$ cat src/rtl/pipeline_pkg.sv
// Shared constants and fetch FSM encoding for the pipelined RAT core.
package pipeline_pkg;

  localparam int PC_WIDTH        = 10;
  localparam int INSTR_WIDTH     = 18;
  localparam int STALL_CNT_WIDTH = 16;

  localparam logic [PC_WIDTH-1:0] RESET_VECTOR = 10'h000;
  localparam logic [PC_WIDTH-1:0] INT_VECTOR   = 10'h3FF;

  typedef enum logic [1:0] {
    FETCH    = 2'd0,
    REPLAY   = 2'd1,
    REDIRECT = 2'd2
  } FetchState;

endpackage

$ cat src/rtl/fetch_latch.sv
// Fetch/decode pipeline latch: instruction, its PC and a valid bit.
module fetch_latch
  import pipeline_pkg::*;
#(
  parameter int PC_W    = PC_WIDTH,
  parameter int INSTR_W = INSTR_WIDTH
) (
  input  logic               clk,
  input  logic               rst_n,
  input  logic               flush_i,
  input  logic               stall_i,
  input  logic [INSTR_W-1:0] data_i,
  input  logic [PC_W-1:0]    pc_i,
  input  logic               valid_i,
  output logic [INSTR_W-1:0] instr_o,
  output logic [PC_W-1:0]    pc_o,
  output logic               valid_o
);

  logic [INSTR_W-1:0] instr_q, instr_d;
  logic [PC_W-1:0]    pc_q, pc_d;
  logic               valid_q, valid_d;

  // Flush only clears valid; the stale payload is kept rather than reloaded.
  always_comb begin
    instr_d = instr_q;
    pc_d    = pc_q;
    valid_d = valid_q;
    if (flush_i) begin
      valid_d = 1'b0;
    end else if (!stall_i) begin
      instr_d = data_i;
      pc_d    = pc_i;
      valid_d = valid_i;
    end
  end

  always_ff @(posedge clk or negedge rst_n) begin
    if (!rst_n) begin
      instr_q <= '0;
      pc_q    <= '0;
      valid_q <= 1'b0;
    end else begin
      instr_q <= instr_d;
      pc_q    <= pc_d;
      valid_q <= valid_d;
    end
  end

  assign instr_o = instr_q;
  assign pc_o    = pc_q;
  assign valid_o = valid_q;

endmodule

$ cat src/rtl/pipeline_fetch.sv
// Fetch stage: PC register, synchronous imem addressing with stall replay,
// wrong-path squash after redirects and a saturating stall-cycle counter.
module pipeline_fetch
  import pipeline_pkg::*;
#(
  parameter int                     PC_WIDTH        = pipeline_pkg::PC_WIDTH,
  parameter int                     INSTR_WIDTH     = pipeline_pkg::INSTR_WIDTH,
  parameter logic [PC_WIDTH-1:0]    RESET_VECTOR    = pipeline_pkg::RESET_VECTOR,
  parameter logic [PC_WIDTH-1:0]    INT_VECTOR      = pipeline_pkg::INT_VECTOR,
  parameter int                     STALL_CNT_WIDTH = pipeline_pkg::STALL_CNT_WIDTH
) (
  input  logic                       clk,
  input  logic                       reset_n,
  input  logic                       pc_reset,
  input  logic                       pc_inc,
  input  logic                       pc_load,
  input  logic [PC_WIDTH-1:0]        pc_load_addr,
  input  logic                       interrupt,
  input  logic                       fetch_latch_stall,
  input  logic                       imem_addr_mux,
  input  logic                       dec_nop,
  output logic [PC_WIDTH-1:0]        imem_addr,
  input  logic [INSTR_WIDTH-1:0]     imem_data,
  output logic [INSTR_WIDTH-1:0]     fd_instr,
  output logic [PC_WIDTH-1:0]        fd_pc,
  output logic                       fd_valid,
  output logic [PC_WIDTH-1:0]        int_ret_pc,
  output logic [PC_WIDTH-1:0]        pc,
  output logic [STALL_CNT_WIDTH-1:0] stall_cycles
);

  logic [PC_WIDTH-1:0]        pc_q, pc_d;
  logic [PC_WIDTH-1:0]        addr_q;
  logic                       addr_valid_q;
  logic [PC_WIDTH-1:0]        int_ret_q, int_ret_d;
  logic [STALL_CNT_WIDTH-1:0] stall_cnt_q, stall_cnt_d;
  FetchState                  state_q, state_d;
  logic                       flush;
  logic                       fd_valid_q;

  assign flush     = pc_reset | interrupt | pc_load;
  assign imem_addr = imem_addr_mux ? addr_q : pc_q;

  always_comb begin
    pc_d      = pc_q;
    int_ret_d = int_ret_q;
    if (pc_reset) begin
      pc_d = RESET_VECTOR;
    end else if (interrupt) begin
      pc_d      = INT_VECTOR;
      int_ret_d = pc_q;
    end else if (pc_load) begin
      pc_d = pc_load_addr;
    end else if (!fetch_latch_stall && pc_inc) begin
      pc_d = pc_q + PC_WIDTH'(1);
    end
  end

  always_comb begin
    state_d = state_q;
    unique case (state_q)
      FETCH: begin
        if (flush)                  state_d = REDIRECT;
        else if (fetch_latch_stall) state_d = REPLAY;
      end
      REPLAY: begin
        if (flush)                   state_d = REDIRECT;
        else if (!fetch_latch_stall) state_d = FETCH;
      end
      REDIRECT: begin
        if (flush)                  state_d = REDIRECT;
        else if (fetch_latch_stall) state_d = REPLAY;
        else                        state_d = FETCH;
      end
      default: state_d = REDIRECT;
    endcase
  end

  // Every cycle that lands in REPLAY is a stalled cycle, entry cycle included.
  always_comb begin
    stall_cnt_d = stall_cnt_q;
    if (state_d == REPLAY && stall_cnt_q != '1) begin
      stall_cnt_d = stall_cnt_q + STALL_CNT_WIDTH'(1);
    end
  end

  always_ff @(posedge clk or negedge reset_n) begin
    if (!reset_n) begin
      pc_q         <= RESET_VECTOR;
      addr_q       <= RESET_VECTOR;
      addr_valid_q <= 1'b0;
      int_ret_q    <= '0;
      stall_cnt_q  <= '0;
      state_q      <= REDIRECT;
    end else begin
      pc_q         <= pc_d;
      addr_q       <= imem_addr;
      addr_valid_q <= !flush;
      int_ret_q    <= int_ret_d;
      stall_cnt_q  <= stall_cnt_d;
      state_q      <= state_d;
    end
  end

  fetch_latch #(
    .PC_W    (PC_WIDTH),
    .INSTR_W (INSTR_WIDTH)
  ) u_fetch_latch (
    .clk     (clk),
    .rst_n   (reset_n),
    .flush_i (flush),
    .stall_i (fetch_latch_stall),
    .data_i  (imem_data),
    .pc_i    (addr_q),
    .valid_i (addr_valid_q),
    .instr_o (fd_instr),
    .pc_o    (fd_pc),
    .valid_o (fd_valid_q)
  );

  assign fd_valid     = fd_valid_q & ~dec_nop;
  assign int_ret_pc   = int_ret_q;
  assign pc           = pc_q;
  assign stall_cycles = stall_cnt_q;

endmodule

$ cat config.mk
export PLATFORM = sky130hd
export DESIGN_NAME = pipeline_fetch
export DESIGN_NICKNAME = d
export VERILOG_FILES = /design/src/rtl/pipeline_pkg.sv /design/src/rtl/fetch_latch.sv /design/src/rtl/pipeline_fetch.sv
export SDC_FILE = /design/constraint.sdc
export NUM_CORES = 1
export LEC_CHECK = 0
export ABC_AREA = 1
export CORE_MARGIN = 4
export CORE_UTILIZATION = 46
export DETAILED_ROUTE_END_ITERATION = 10
export PLACE_DENSITY = 0.82
export SETUP_SLACK_MARGIN = 0.5
export SLEW_MARGIN = 40
export SYNTH_ARGS = -nofsm -noshare
export SYNTH_HDL_FRONTEND = slang
export SYNTH_SLANG_ARGS = --single-unit
$ cat constraint.sdc
create_clock -name clk -period 1.6 [get_ports clk]
set_input_delay 0.4 -clock clk [delete_from_list [all_inputs] [get_ports clk]]
set_output_delay 0.4 -clock clk [all_outputs]
set_load 0.005 [all_outputs]
==> run metrics, run 1 <==
max_slew headroom=76.7%; total CTS buffers=9; HP Class=input pin to asynchronous set/reset pin; Residual DRC=0; failing checks=setup timing; Final Max Slew Viols=0; Cell Area, Placed=5130 um^2; floorplan row count=31; CP Cell Sequence=buf_6, buf_6, nand2_4, nor3_4, nand2_2, o21ai_4, clkbuf_16, nand2_1, nand2_1; EDFF count, synth=0; initial antenna violation count=0; unrepaired setup endpoints after global routing=true; crit-path max cell delay=380 ps; ranking of synthesized cells by area=dfrtp_1 (54%), nand2_1 (13%), mux2_2 (8.6%); DRT antenna net count=0; Synth async-reset ratio=100%; Tot Pwr=5.68 mW; # IOs=112; multi-input logic area=1860 um^2; worst vdd ir=0.450 mV; Max Root-Sink Buffers=2; top cells by instance count after synthesis=nand2_1 (127), dfrtp_1 (77), o21ai_0 (32); H-Tree Depth=3; Critical Path Sink Type=flip-flop; sequential-to-total area share from yosys stat=54.9%; synthesized area=3550 um^2; Via density=5.57; final worst slack=-33.3 ps; Worst path slowest cell=dfrtp_1; die area=9200 um^2; gp weighted congestion=0.869; P_leak=3.24 nW; TritonRoute pass-1 iters=5; Tcrit/Tclk final=102%; highest clock rate=0.612 GHz; Die W=95.9 um; Cell variety after synth=30; final wirelength=14.2 mm; CP Class=flip-flop to flip-flop; drt initial violations=274; CTS clk-pin slew, worst paths=90 ps; share of cells above drive strength 1=55.0%; critical path required time=1910 ps; largest net degree at the start of global routing=38; Die Y=95.9 um; Initial Utilization=48.2%; Hold Violations, Final=0; post-synth top area cell=dfrtp_1; PD cells=902 nW/um^2; via count of the first global-routing pass=3700; Synth top area share=54.2%; Finished Cell Area=6300 um^2; Worst Path Max Fanout=5; Syn-to-layout area delta=77.2%; CORE AREA=7370 um^2; worst skew pair latency=360 ps; antenna cells=0; number of port buffers=111; clock skew=9.69 ps; max-cap violations=0; fill count=378; post-synth net total=424; Avg Cell Area, Syn=9.23 um^2; # setup viols final=7; warnings from Yosys=0; TritonCTS clock tree=yes; GRT Resource Usage Total=25.7%; Root Buffer=clkbuf_8; min Tclk post-route=1630 ps; CP Launch Type=flip-flop; status=finished, violations left; Synth Instances=385; Worst-Margin Slew=347 ps; register area=1960 um^2; Yosys reg bits=78; gr ovfl total=0; CTS sink count=78; most instantiated library cell after synthesis=nand2_1; critical path arrival=1940 ps; routed length per instance=19.6 um; Vias=4030; DP HPWL=6.99 mm; nets=659; global-route wire length before repair=17.8 mm; Main synth FF type=dfrtp_1
## cell type report
| cell class | instances | area share (%) |
|---|---|---|
| timing repair buffer | 235 | 32.5 |
| tap | 99 | 1.97 |
| inverter | 31 | 2.05 |
| clock buffer | 9 | 1.97 |
| clock inverter | 7 | 0.973 |
| sequential | 78 | 31.0 |
| multi-input combinational | 265 | 29.5 |
## final timing paths
check,startpoint,to,slack (ps),depth (start not counted)
worst min-delay path,reset_n,stall_cycles[9]$_DFFE_PN0P_,440,2
worst max register to register,stall_cycles[11]$_DFFE_PN0P_,stall_cycles[0]$_DFFE_PN0P_,-30,9
worst min register to register,int_ret_pc[4]$_DFFE_PN0P_,int_ret_pc[4]$_DFFE_PN0P_,500,2
max in group asynchronous,reset_n,state_q[1]$_DFF_PN1_,640,3
min in group clk,imem_addr_mux,addr_q[4]$_DFF_PN0_,460,3
worst max-delay path,stall_cycles[11]$_DFFE_PN0P_,stall_cycles[0]$_DFFE_PN0P_,-30,9
## cells in the final DEF (no fill, tap or decap), drive strengths merged, types with 3 or more instances in the layout
master,count
o22ai,3
nand3,18
mux2,28
nor3,4
xnor2,8
buf,202
clkdlybuf4s50,28
o21ai,34
a21oi,7
clkbuf,10
nand2,129
dfrtp,77
inv,35
nor2,23
nand4,3
## per-layer routing
layer	part of all wire, %	vias up	global-route usage [%]
met2	50	290	44.2
li1	-	1722	-
met1	36	1930	31.0
met3	8.3	88	5.71
met5	0	-	0
met4	5.7	0	10.8
## power by group
group          switching [mW]  internal, mW
Clock                   0.857         0.594
Combinational           0.778          1.03
Sequential              0.170          2.25
## kinds of logic (layout without fill, tap and decap cells)
family,after synthesis,after routing,synth area share (%)
AO/OA/AOI/OAI,47,47,7.36
AND/OR/NAND/NOR,178,178,20.8
adder cells (fa/ha/maj),2,2,0.704
XOR/XNOR,10,10,2.46
flip-flops,78,78,54.9
multiplexers,28,28,8.87
buffers and inverters,42,282,4.82
## state kept, by name, summed over array words and instances, names as in the netlist
signal and flops:
u_fetch_latch.instr_o 18, stall_cycles 16, addr_q 10, int_ret_pc 10
pc 10, u_fetch_latch.pc_o 10, state_q 2, addr_valid_q 1
u_fetch_latch.valid_o 1
## stage by stage
stage          hold slack (ps)  instances  util (%)  TNS [ps]  setup slack, ps
6_report                   437        724      85.5     -90.1            -33.3
2_1_floorplan              104        385         -         0             92.0
4_1_cts                    429        702      79.7         0             62.1
3_5_place_dp               268        623      69.6    -20980             -574
5_1_grt                    444        724      85.5     -1040            -89.7
3_3_place_gp               267        623      69.6    -18850             -538
## critical path, delay by kind of cell, from the launching register on
kind / cells / cell delay [ps]
compound gates: 1 / 300
simple gates: 5 / 480
flops: 1 / 380
buf+inv: 3 / 420
## what timing repair did
action                                  CTS  global route
endpoints found under the setup margin  141           125
resized for setup                       435            68
setup buffers                            58            21
hold buffers                              1             0
pin swaps                                40            40
cloned                                    4             1
endpoints found under the hold margin    11             0
Note: power is estimated with default switching activity, not from simulation.
==> run 2: changes to the inputs <==
CTS_CLUSTER_SIZE = 40   (was not set)
==> results of run 2 <==
No change in the layout: final DEF, timing and power equal those of run 1.
==> run 3: changes to the inputs <==
CORE_MARGIN = not set   (was 4)
==> run 3 against run 2 <==
The run still ends with setup timing left. Sequential power hardly changed. Design area is 1.8% lower. Sequential share of layout area is 0.54 points higher. Critical path type unchanged. Largest power group unchanged.
==> run metrics, run 3 (synthesis gave the netlist of run 1 again) <==
highest clock rate=0.617 GHz (+0.73%); nets=657 (-0.30%); DRT antenna net count=0 (unchanged); die area=8080 um^2 (-12%); Critical Path Sink Type=flip-flop; R2R Setup Slk=-20 ps (about the same); Reg2Reg Depth=11 (+2); status=finished, violations left; drt initial violations=328 (+20%); Residual DRC=0 (unchanged); total CTS buffers=9 (unchanged); share of cells above drive strength 1=52.5% (-2.6 points); # IOs=112 (unchanged); Worst Path Max Fanout=4 (-1); worst skew pair latency=360 ps (about the same); Die W=89.9 um (-6.3%); routed length per instance=19.6 um (-0.22%); CP Class=flip-flop to flip-flop; Final Max Slew Viols=0 (unchanged); Finished Cell Area=6190 um^2 (-1.8%); most frequent cells in the layout=nand2_1 (111), buf_4 (83), dfrtp_1 (76), buf_2 (62), buf_6 (44); largest net degree at the start of global routing=37 (-2.6%); Initial Utilization=48.2% (unchanged); Syn-to-layout area delta=74.1%; TritonCTS clock tree=yes; DP HPWL=6.68 mm (-4.5%); Die Y=89.9 um (-6.3%); Worst-Margin Slew=439 ps (+91.4 ps); clock skew=8.91 ps (-0.776 ps); # setup viols final=3 (-4); failing checks=setup timing; worst vdd ir=0.490 mV (+8.9%); CP Launch Type=flip-flop; final worst slack=-21.6 ps (+11.8 ps); P_leak=3.11 nW (-4.0%); max reg flops=18 (unchanged); final wirelength=14.1 mm (-0.50%); Tot Pwr=5.80 mW (+2.1%); global-route wire length before repair=19.8 mm (+11%); antenna cells=0 (unchanged); max-cap violations=0 (unchanged); Tcrit/Tclk final=101% (-0.74 points); min Tclk post-route=1620 ps (-11.8 ps); initial antenna violation count=0 (unchanged); via count of the first global-routing pass=3885 (+5.0%); Max Root-Sink Buffers=2 (unchanged); GRT Resource Usage Total=31.1% (+5.5 points); reg-to-reg critical path startpoint=stall_cycles[0]$_DFFE_PN0P_; gr ovfl total=0 (unchanged); critical path arrival=1910 ps (-30 ps); TritonRoute pass-1 iters=5 (unchanged); number of port buffers=111 (unchanged); HP Class=input pin to asynchronous set/reset pin; gp weighted congestion=0.951 (+9.5%); Via density=5.53 (-0.67%); CORE AREA=7370 um^2 (unchanged); Root Buffer=clkbuf_8; floorplan row count=31 (unchanged); reg2reg end=stall_cycles[15]$_DFFE_PN0P_; unrepaired setup endpoints after global routing=true; Hold Violations, Final=0 (unchanged); critical path required time=1890 ps (-20 ps); most common cell after layout, fill and taps aside=nand2_1; H-Tree Depth=3 (unchanged); final core occ=84.0% (-1.5 points); max_slew headroom=70.7% (-6.0 points); Cell Area, Placed=5130 um^2 (about the same); Place WS=-600 ps (-25.1 ps); Vias=3992 (-0.94%); PD cells=937 nW/um^2 (+3.9%); CTS sink count=78 (unchanged); CTS clk-pin slew, worst paths=90 ps (about the same)
==> run 3: power by group <==
part | internal (mW) | switching, mW | total [mW]
logic | 0.958 | 0.742 | 1.70
registers | 2.25 | 0.165 | 2.41
clock network | 0.888 | 0.799 | 1.69
total | 4.10 | 1.70 | 5.80
==> run 3: cell type report <==
cell class,count,area [um^2]
Timing Repair Buffer,233,2000
Sequential cell,78,1950
Multi-Input combinational cell,265,1760
Fill cell,382,1180
Inverter,31,134
Clock buffer,9,124
Tap cell,99,124
Clock inverter,7,96.3
==> run 3: metal layers <==
layer	track usage, %	vias to the layer above	part of all wire [%]
li1	-	1728	-
met1	37.6	1926	38
met2	52.6	269	49
met3	5.41	69	7.4
met4	17.7	0	5.1
met5	0	-	0
==> run 3: what timing repair did <==
| action | 4_1_cts | 5_1_grt |
|---|---|---|
| cloned | 4 | 2 |
| buffers inserted | 55 | 19 |
| resized for setup | 406 | 53 |
| pin swaps | 38 | 34 |
| hold buffers | 1 | 0 |
| endpoints found under the hold margin | 15 | 0 |
| setup endpoints to repair | 142 | 130 |
==> run 3: how the worst max path moves through the flow <==
| stage | from | depth (start not counted) | slack (ps) | end |
|---|---|---|---|---|
| after global routing | stall_cycles[0]$_DFFE_PN0P_ | 11 | -120 | stall_cycles[15]$_DFFE_PN0P_ |
| after global placement | imem_addr_mux | 5 | -530 | imem_addr[2] |
| after CTS | stall_cycles[0]$_DFFE_PN0P_ | 9 | 70 | stall_cycles[6]$_DFFE_PN0P_ |
| after floorplan | stall_cycles[0]$_DFFE_PN0P_ | 9 | 90 | stall_cycles[0]$_DFFE_PN0P_ |
| after detailed placement | imem_addr_mux | 5 | -600 | imem_addr[9] |
| final | stall_cycles[0]$_DFFE_PN0P_ | 11 | -20 | stall_cycles[15]$_DFFE_PN0P_ |
==> run 3: metrics by stage <==
stage	setup TNS, ps	cells	hold WS, ps
after floorplan	0	385	104
after global placement	-21050	625	296
after detailed placement	-22950	625	296
after CTS	0	701	459
after global routing	-519	722	472
final	-26.5	722	471
==> run 3: critical path, stage by stage, from the launching register on <==
cell and delay, ps:
dfrtp_1 390, buf_6 110, buf_6 90, buf_4 130, nand3_2 150, inv_2 100
nand2_1 100, nor2_1 190, nand2_1 80, nand2_1 70, nand2_1 70, nand2_1 80
